===== src/rtl/pll_cfg_sequencer_if.sv =====
// Sequencer <-> environment bundle: config-word fetch, 3-wire synthesizer bus, lock input and status.
// master = sequencer side, slave = mapper / synthesizer / host side.
interface pll_cfg_sequencer_if;
   logic        start;
   logic [2:0]  word_idx;
   logic [31:0] word_data;
   logic        pll_lock;
   logic        pll_sclk;
   logic        pll_sdata;
   logic        pll_le;
   logic        busy;
   logic        done;
   logic        fail;
   logic        lock_ok;
   logic [1:0]  retry_cnt;

   modport master (
      input  start, word_data, pll_lock,
      output word_idx, pll_sclk, pll_sdata, pll_le, busy, done, fail, lock_ok, retry_cnt
   );

   modport slave (
      output start, word_data, pll_lock,
      input  word_idx, pll_sclk, pll_sdata, pll_le, busy, done, fail, lock_ok, retry_cnt
   );
endinterface


===== src/rtl/pll_cfg_sequencer.sv =====
// Loads NUM_WORDS config words MSB-first onto a 3-wire synthesizer bus, then waits for lock with retries.
// PLL_CFG_LOCK_MONITOR_EN: after a success, 256 clk of lost lock in IDLE triggers an automatic reload.
module pll_cfg_sequencer #(
   parameter int CLK_DIV   = 4,
   parameter int NUM_WORDS = 6,
   parameter int LOCK_WAIT = 100000,
   parameter int MAX_RETRY = 3
) (
   input  logic                 clk,
   input  logic                 rst,
   pll_cfg_sequencer_if.master  bus
);
   localparam int          DW        = $clog2(CLK_DIV);
   localparam logic [DW-1:0] DIV_MAX = DW'(CLK_DIV - 1);
   localparam logic [23:0] LW_MAX    = 24'(LOCK_WAIT - 1);
   localparam logic [2:0]  IDX_MAX   = 3'(NUM_WORDS - 1);
   localparam logic [1:0]  RETRY_MAX = 2'(MAX_RETRY);

   typedef enum logic [2:0] {
      S_IDLE, S_FETCH, S_SHIFT, S_LATCH, S_GAP, S_WAIT_LOCK, S_DONE, S_FAIL
   } state_t;

   state_t        r_state, w_state_nxt;
   logic [2:0]    r_word_idx, w_word_idx_nxt;
   logic [31:0]   r_shift, w_shift_nxt;
   logic [DW-1:0] r_div, w_div_nxt;
   logic [4:0]    r_bit, w_bit_nxt;
   logic          r_sclk, w_sclk_nxt;
   logic          r_sdata, w_sdata_nxt;
   logic          r_le, w_le_nxt;
   logic          r_busy, w_busy_nxt;
   logic          r_done, w_done_nxt;
   logic          r_fail, w_fail_nxt;
   logic          r_lock_ok, w_lock_ok_nxt;
   logic [1:0]    r_retry, w_retry_nxt;
   logic          r_pending, w_pending_nxt;
   logic          r_success, w_success_nxt;
   logic [23:0]   r_timer, w_timer_nxt;
   logic [3:0]    r_lock_cnt, w_lock_cnt_nxt;
   logic [1:0]    r_sync;
   logic          w_lock_s;
   logic          w_div_end;
   logic          w_restart;
   logic          w_auto_start;

   assign w_lock_s  = r_sync[1];
   assign w_div_end = (r_div == DIV_MAX);

`ifdef PLL_CFG_LOCK_MONITOR_EN
   logic [7:0] r_loss_cnt;

   always_ff @(posedge clk) begin
      if (rst)
         r_loss_cnt <= '0;
      else if (r_state == S_IDLE && r_success && !w_lock_s)
         r_loss_cnt <= r_loss_cnt + 8'd1;
      else
         r_loss_cnt <= '0;
   end

   assign w_auto_start = (r_state == S_IDLE) && r_success && !w_lock_s && (r_loss_cnt == 8'd255);
`else
   assign w_auto_start = 1'b0;
`endif

   always_ff @(posedge clk) begin
      if (rst) begin
         r_state    <= S_IDLE;
         r_word_idx <= '0;
         r_shift    <= '0;
         r_div      <= '0;
         r_bit      <= '0;
         r_sclk     <= 1'b0;
         r_sdata    <= 1'b0;
         r_le       <= 1'b0;
         r_busy     <= 1'b0;
         r_done     <= 1'b0;
         r_fail     <= 1'b0;
         r_lock_ok  <= 1'b0;
         r_retry    <= '0;
         r_pending  <= 1'b0;
         r_success  <= 1'b0;
         r_timer    <= '0;
         r_lock_cnt <= '0;
         r_sync     <= '0;
      end else begin
         r_state    <= w_state_nxt;
         r_word_idx <= w_word_idx_nxt;
         r_shift    <= w_shift_nxt;
         r_div      <= w_div_nxt;
         r_bit      <= w_bit_nxt;
         r_sclk     <= w_sclk_nxt;
         r_sdata    <= w_sdata_nxt;
         r_le       <= w_le_nxt;
         r_busy     <= w_busy_nxt;
         r_done     <= w_done_nxt;
         r_fail     <= w_fail_nxt;
         r_lock_ok  <= w_lock_ok_nxt;
         r_retry    <= w_retry_nxt;
         r_pending  <= w_pending_nxt;
         r_success  <= w_success_nxt;
         r_timer    <= w_timer_nxt;
         r_lock_cnt <= w_lock_cnt_nxt;
         r_sync     <= {r_sync[0], bus.pll_lock};
      end
   end

   always_comb begin
      w_state_nxt    = r_state;
      w_word_idx_nxt = r_word_idx;
      w_shift_nxt    = r_shift;
      w_div_nxt      = r_div;
      w_bit_nxt      = r_bit;
      w_sclk_nxt     = r_sclk;
      w_sdata_nxt    = r_sdata;
      w_le_nxt       = r_le;
      w_done_nxt     = 1'b0;
      w_fail_nxt     = r_fail;
      w_retry_nxt    = r_retry;
      w_pending_nxt  = r_pending;
      w_success_nxt  = r_success;
      w_timer_nxt    = r_timer;
      w_lock_cnt_nxt = r_lock_cnt;
      w_restart      = 1'b0;

      case (r_state)
         S_IDLE: begin
            if (bus.start || w_auto_start) w_restart = 1'b1;
         end
         S_FETCH: begin
            w_shift_nxt = bus.word_data;
            w_sdata_nxt = bus.word_data[31];
            w_sclk_nxt  = 1'b0;
            w_div_nxt   = '0;
            w_bit_nxt   = '0;
            w_state_nxt = S_SHIFT;
         end
         S_SHIFT: begin
            if (!w_div_end) begin
               w_div_nxt = r_div + DW'(1);
            end else begin
               w_div_nxt = '0;
               if (!r_sclk) begin
                  w_sclk_nxt = 1'b1;
               end else begin
                  // Falling edge: advance the shifter and present the next bit.
                  w_sclk_nxt  = 1'b0;
                  w_shift_nxt = {r_shift[30:0], 1'b0};
                  w_bit_nxt   = r_bit + 5'd1;
                  if (r_bit == 5'd31) begin
                     w_sdata_nxt = 1'b0;
                     w_le_nxt    = 1'b1;
                     w_state_nxt = S_LATCH;
                  end else begin
                     w_sdata_nxt = r_shift[30];
                  end
               end
            end
         end
         S_LATCH: begin
            w_div_nxt = r_div + DW'(1);
            if (w_div_end) begin
               w_div_nxt   = '0;
               w_le_nxt    = 1'b0;
               w_state_nxt = S_GAP;
            end
         end
         S_GAP: begin
            w_div_nxt = r_div + DW'(1);
            if (w_div_end) begin
               w_div_nxt = '0;
               if (r_word_idx < IDX_MAX) begin
                  w_word_idx_nxt = r_word_idx + 3'd1;
                  w_state_nxt    = S_FETCH;
               end else begin
                  w_timer_nxt    = '0;
                  w_lock_cnt_nxt = '0;
                  w_state_nxt    = S_WAIT_LOCK;
               end
            end
         end
         S_WAIT_LOCK: begin
            w_lock_cnt_nxt = w_lock_s ? r_lock_cnt + 4'd1 : 4'd0;
            w_timer_nxt    = r_timer + 24'd1;
            // Lock success wins over a timeout landing on the same clk.
            if (w_lock_s && r_lock_cnt == 4'd15) begin
               w_done_nxt    = 1'b1;
               w_success_nxt = 1'b1;
               w_state_nxt   = S_DONE;
            end else if (r_timer == LW_MAX) begin
               if (r_retry < RETRY_MAX) begin
                  w_retry_nxt    = r_retry + 2'd1;
                  w_word_idx_nxt = '0;
                  w_state_nxt    = S_FETCH;
               end else begin
                  w_fail_nxt  = 1'b1;
                  w_state_nxt = S_FAIL;
               end
            end
         end
         S_DONE, S_FAIL: begin
            w_pending_nxt = 1'b0;
            if (bus.start || r_pending) w_restart = 1'b1;
            else                        w_state_nxt = S_IDLE;
         end
         default: w_state_nxt = S_IDLE;
      endcase

      if (w_restart) begin
         w_state_nxt    = S_FETCH;
         w_word_idx_nxt = '0;
         w_retry_nxt    = '0;
         w_fail_nxt     = 1'b0;
         w_success_nxt  = 1'b0;
      end

      if (bus.start && !(r_state inside {S_IDLE, S_DONE, S_FAIL}))
         w_pending_nxt = 1'b1;

      w_busy_nxt    = !(w_state_nxt inside {S_IDLE, S_DONE, S_FAIL});
      w_lock_ok_nxt = w_lock_s &&
                      (w_state_nxt == S_DONE || (w_state_nxt == S_IDLE && w_success_nxt));
   end

   assign bus.word_idx  = r_word_idx;
   assign bus.pll_sclk  = r_sclk;
   assign bus.pll_sdata = r_sdata;
   assign bus.pll_le    = r_le;
   assign bus.busy      = r_busy;
   assign bus.done      = r_done;
   assign bus.fail      = r_fail;
   assign bus.lock_ok   = r_lock_ok;
   assign bus.retry_cnt = r_retry;
endmodule

===== src/flat_wrapper.sv =====
// flat-port wrapper written by rule: the top's interface ports become plain ports
module pll_cfg_sequencer_flat 
#(
   parameter int CLK_DIV   = 4,
   parameter int NUM_WORDS = 6,
   parameter int LOCK_WAIT = 100000,
   parameter int MAX_RETRY = 3
)
  (clk, rst, bus_start, bus_word_data, bus_pll_lock, bus_word_idx, bus_pll_sclk, bus_pll_sdata, bus_pll_le, bus_busy, bus_done, bus_fail, bus_lock_ok, bus_retry_cnt);
  pll_cfg_sequencer_if bus_i ();
  input  logic clk;
  input  logic rst;
  input wire logic [$bits(bus_i.start)-1:0] bus_start;
  input wire logic [$bits(bus_i.word_data)-1:0] bus_word_data;
  input wire logic [$bits(bus_i.pll_lock)-1:0] bus_pll_lock;
  output wire logic [$bits(bus_i.word_idx)-1:0] bus_word_idx;
  output wire logic [$bits(bus_i.pll_sclk)-1:0] bus_pll_sclk;
  output wire logic [$bits(bus_i.pll_sdata)-1:0] bus_pll_sdata;
  output wire logic [$bits(bus_i.pll_le)-1:0] bus_pll_le;
  output wire logic [$bits(bus_i.busy)-1:0] bus_busy;
  output wire logic [$bits(bus_i.done)-1:0] bus_done;
  output wire logic [$bits(bus_i.fail)-1:0] bus_fail;
  output wire logic [$bits(bus_i.lock_ok)-1:0] bus_lock_ok;
  output wire logic [$bits(bus_i.retry_cnt)-1:0] bus_retry_cnt;
  assign bus_i.start = bus_start;
  assign bus_i.word_data = bus_word_data;
  assign bus_i.pll_lock = bus_pll_lock;
  assign bus_word_idx = bus_i.word_idx;
  assign bus_pll_sclk = bus_i.pll_sclk;
  assign bus_pll_sdata = bus_i.pll_sdata;
  assign bus_pll_le = bus_i.pll_le;
  assign bus_busy = bus_i.busy;
  assign bus_done = bus_i.done;
  assign bus_fail = bus_i.fail;
  assign bus_lock_ok = bus_i.lock_ok;
  assign bus_retry_cnt = bus_i.retry_cnt;
  pll_cfg_sequencer #(.CLK_DIV(CLK_DIV), .NUM_WORDS(NUM_WORDS), .LOCK_WAIT(LOCK_WAIT), .MAX_RETRY(MAX_RETRY)) u_core (.clk(clk), .rst(rst), .bus(bus_i));
endmodule

===== config.mk =====
export PLATFORM = sky130hd
export DESIGN_NAME = pll_cfg_sequencer_flat
export DESIGN_NICKNAME = d
export VERILOG_FILES = /design/src/rtl/pll_cfg_sequencer_if.sv /design/src/rtl/pll_cfg_sequencer.sv /design/src/flat_wrapper.sv
export SDC_FILE = /design/constraint.sdc
export NUM_CORES = 1
export LEC_CHECK = 0
export BUFFER_PORTS_ARGS = -buffer_cell sky130_fd_sc_hd__buf_2
export CAP_MARGIN = 40
export CORE_ASPECT_RATIO = 0.6
export CORE_MARGIN = 3
export CORE_UTILIZATION = 26
export DETAILED_ROUTE_END_ITERATION = 10
export PLACE_DENSITY = 0.48
export SLEW_MARGIN = 15
export SYNTH_ARGS = -nofsm -noshare
export SYNTH_HDL_FRONTEND = slang
export SYNTH_SLANG_ARGS = --single-unit

===== constraint.sdc =====
create_clock -name clk -period 6.21 [get_ports clk]
set_input_delay 0.3105 -clock clk [delete_from_list [all_inputs] [get_ports clk]]
set_output_delay 0.3105 -clock clk [all_outputs]
set_load 0.1 [all_outputs]

==> key figures <==
Outcome
  – Status: completed

STA
  – RSZ-0062 raised after global routing: false
  – Final Skew: 0.00761 ns
  – Slew @ Worst Pin: 0.734 ns
  – Final Hold Fails: 0
  – Slew margin rel.: 51.0%
  – Final period util: a little over two fifths
  – Max frequency: approximately 370 MHz
  – Fin crit period: 2.68 ns
  – Slew Viols, Final: 0
  – Setup-failing EPs final: 0
  – Post-route setup TNS: 0 ns

Clocking
  – Setup bufs post-CTS: 0
  – TritonCTS clock tree: yes
  – Reg clk slew, reported paths: approximately 0.060 ns
  – Clock Path Buffers: 2
  – CTS resizes: 0
  – CTS buffer count: 9
  – Clock sinks: 85
  – H-tree Lvls: 3
  – Hold buffer count at CTS: 0
  – Worst skew pair latency: ~0.33 ns
  – Clk root buf: clkbuf_16

Worst setup path
  – Startpoint types: flop
  – Crit path DAT: slightly below 3 ns
  – WP data required: around 6.5 ns
  – FF-to-FF setup slack: 3.53 ns
  – Crit. Startpoint: u_core.r_div[0]$_SDFFE_PP0P_
  – Kind of critical path: reg -> reg
  – Crit path max fanout: 16
  – Worst setup EP type: flop
  – Reg2reg start: u_core.r_div[0]$_SDFFE_PP0P_

Route
  – Drc violations: 0
  – Via density: 4.75
  – Starting DRT DRC Count: 296
  – Routed length per instance: 13.6 um
  – Total wire length: 9660 um
  – Vias: 3,374
  – Final ANT Viol Nets: 0
  – 1st-pass router iterations: 5

Synth
  – Post-synth top area cell: dfxtp_1
  – Yosys warnings: 0
  – Syn nets: 518
  – Top cell type's share of synthesized area: 43.1%
  – Sequential element share of the synthesized area: 43.1%
  – Asr flop ratio synth: 0%
  – Syn Inst Count: between 400 and 500
  – Syn_area_per_cell: 8.31 um^2
  – Ranking of synthesized cells by area: dfxtp_1 43%, a311oi_1 7.3%, nand2_1 7.2%, nor2_1 7.2%, xnor2_1 3.1%
  – Ys flop type: dfxtp_1
  – #FFs+latches synth: 85
  – EDFF count, synth: 0
  – Synth unique cells: 60
  – Post-Synthesis Cell Area: about 0.004 mm^2

Run
  – Max-Cap Viols: 0

Floorplanning
  – Die width: roughly 170 um
  – Core area: 0.0147 mm^2
  – Die Ht: 101 um
  – I/O pins: 48
  – Die area: 0.0167 mm^2
  – Initial core utilization: 26.9%
  – Row cnt: 34

Power and ir drop
  – Sw frac: 24.9%
  – Total Power: 1390 uW
  – Seq pwr share: 43.4%
  – Power Density: 294 mW/mm^2
  – Proportion of power drawn by combinational gates: 11.5%
  – Worst VDD drop: slightly above 100 uV
  – Leak Pwr: 0.00176 uW
  – Clk network pwr share: between 40% and 50%
  – Pint: 1040 uW
  – Psw: 345 uW

Worst hold path
  – HP Start: bus_pll_lock
  – Worst hold path type: in -> reg

Finish
  – Register Area: 0.00170 mm^2
  – Nets: 550
  – Share of cells above drive strength 1: 16.4%
  – Area grow syn2layout: 19.6%
  – # diodes: 0
  – Filler cells: 1,529
  – Area occupied by multi-input gates: 0.00208 mm^2

GRT
  – First-pass GRT wire length: 15,700 um
  – GRT Resource Usage Total: roughly an eighth
  – Largest net degree at the start of global routing: 53
  – Initial antenna violation count: 0
  – Total gr overflow: 0
  – Vias in the first global route: 3,049

Placed design
  – Gpl congestion: 0.779
  – Detailed placement HPWL: 6610 um
  – Port-buffer cells: 47
power groups by stage:
stage / combinational (uW) / clock, uW / sequential (uW)
6_report: 160 / 625 / 601
5_1_grt: 183 / 668 / 605
4_1_cts: 162 / 650 / 601
3_5_place_dp: 161 / 0 / 613
3_3_place_gp: 154 / 0 / 612
2_1_floorplan: 112 / 0 / 616
cell usage after synthesis (all sizes together) (2+ instances only):
cell and number:
ha 7, and2 3, a31o 2, xnor2 14, nand4 7, nor3b 3, or3b 2, o21ai 8
dfxtp 85, o2111ai 2, or2 2, or3 7, nor2 76, inv 13, buf 7, a311oi 33
a311o 2, mux2i 5, and4 4, o31ai 4, a22oi 3, or4 4, nand2 76, nor3 12
and3 5, a21oi 16, a211oi 3, clkbuf 25, nor4 4, o211a 2, nor2b 5, a221oi 2
xor2 9, nand3 6
metal layers:
metal	vias up	wire length, um	global-route usage, %
li1	1751	-	-
met1	1559	5380	18.8
met2	55	3710	14.9
met3	9	464	2.94
met4	0	107	3.29
met5	-	0	0
cells by family after synthesis:
logic type | synth area share [%]
AND/OR/NAND/NOR | 26.3
buffers and inverters | 4.50
XOR/XNOR | 5.10
flip-flops | 43.1
AO/OA/AOI/OAI | 17.5
multiplexers | 1.27
adder cells (fa/ha/maj) | 2.22
final timing paths:
path / end / depth (start not counted)
hold / removal: u_core.r_sync[0]$_SDFF_PP0_ / 2
setup reg to reg: u_core.r_timer[23]$_SDFFE_PP0P_ / 6
setup / recovery: u_core.r_timer[23]$_SDFFE_PP0P_ / 6
hold reg to reg: u_core.r_sync[1]$_SDFF_PP0_ / 1
layout by cell type, fill, tap and decap left out, drive strengths merged, types with 6 or more instances in the layout:
| master | netlist | layout |
|---|---|---|
| a21oi | 16 | 16 |
| a311oi | 33 | 33 |
| buf | 7 | 52 |
| clkbuf | 25 | 12 |
| dfxtp | 85 | 85 |
| ha | 7 | 7 |
| inv | 13 | 14 |
| nand2 | 76 | 76 |
| nand3 | 6 | 6 |
| nand4 | 7 | 7 |
| nor2 | 76 | 76 |
| nor3 | 12 | 12 |
| o21ai | 8 | 8 |
| or3 | 7 | 7 |
| xnor2 | 14 | 14 |
| xor2 | 9 | 9 |
area by class of cell:
type / instances / area share, %
well taps: 198 / 5.25
clock buffers: 11 / 5.14
repair buffers: 53 / 6.20
clock inverters: 5 / 2.25
inverters: 13 / 1.03
flip-flops and latches: 85 / 36.0
multi-input cells: 345 / 44.1
sequential cells by signal, indices dropped and copies added (netlist names), 2 cells and up:
signal	count
u_core.r_sync	2
u_core.r_bit	5
u_core.r_lock_cnt	4
u_core.r_timer	24
u_core.bus.retry_cnt	2
u_core.r_div	2
u_core.r_state	3
u_core.r_shift	31
u_core.bus.word_idx	3
worst max-delay path: stages (launching register included):
cell and delay, ns:
dfxtp_1 0.35, ha_1 0.55, o211a_1 0.34, o2111ai_2 0.29, or2_1 0.44, or4_4 0.51
a21oi_2 0.13
stage by stage:
step                      area (um^2)  cells  hold WS (ns)  util (%)  setup WS, ns
after floorplan                  3950    475         0.414         -          3.60
after global placement           4340    692         0.418      29.6          3.39
after detailed placement         4360    693         0.434      29.7          3.55
after CTS                        4710    709         0.177      32.1          3.53
after global routing             4720    710         0.191      32.2          3.33
final                            4720    710         0.197      32.2          3.53
Note: power is estimated with default switching activity, not from simulation.
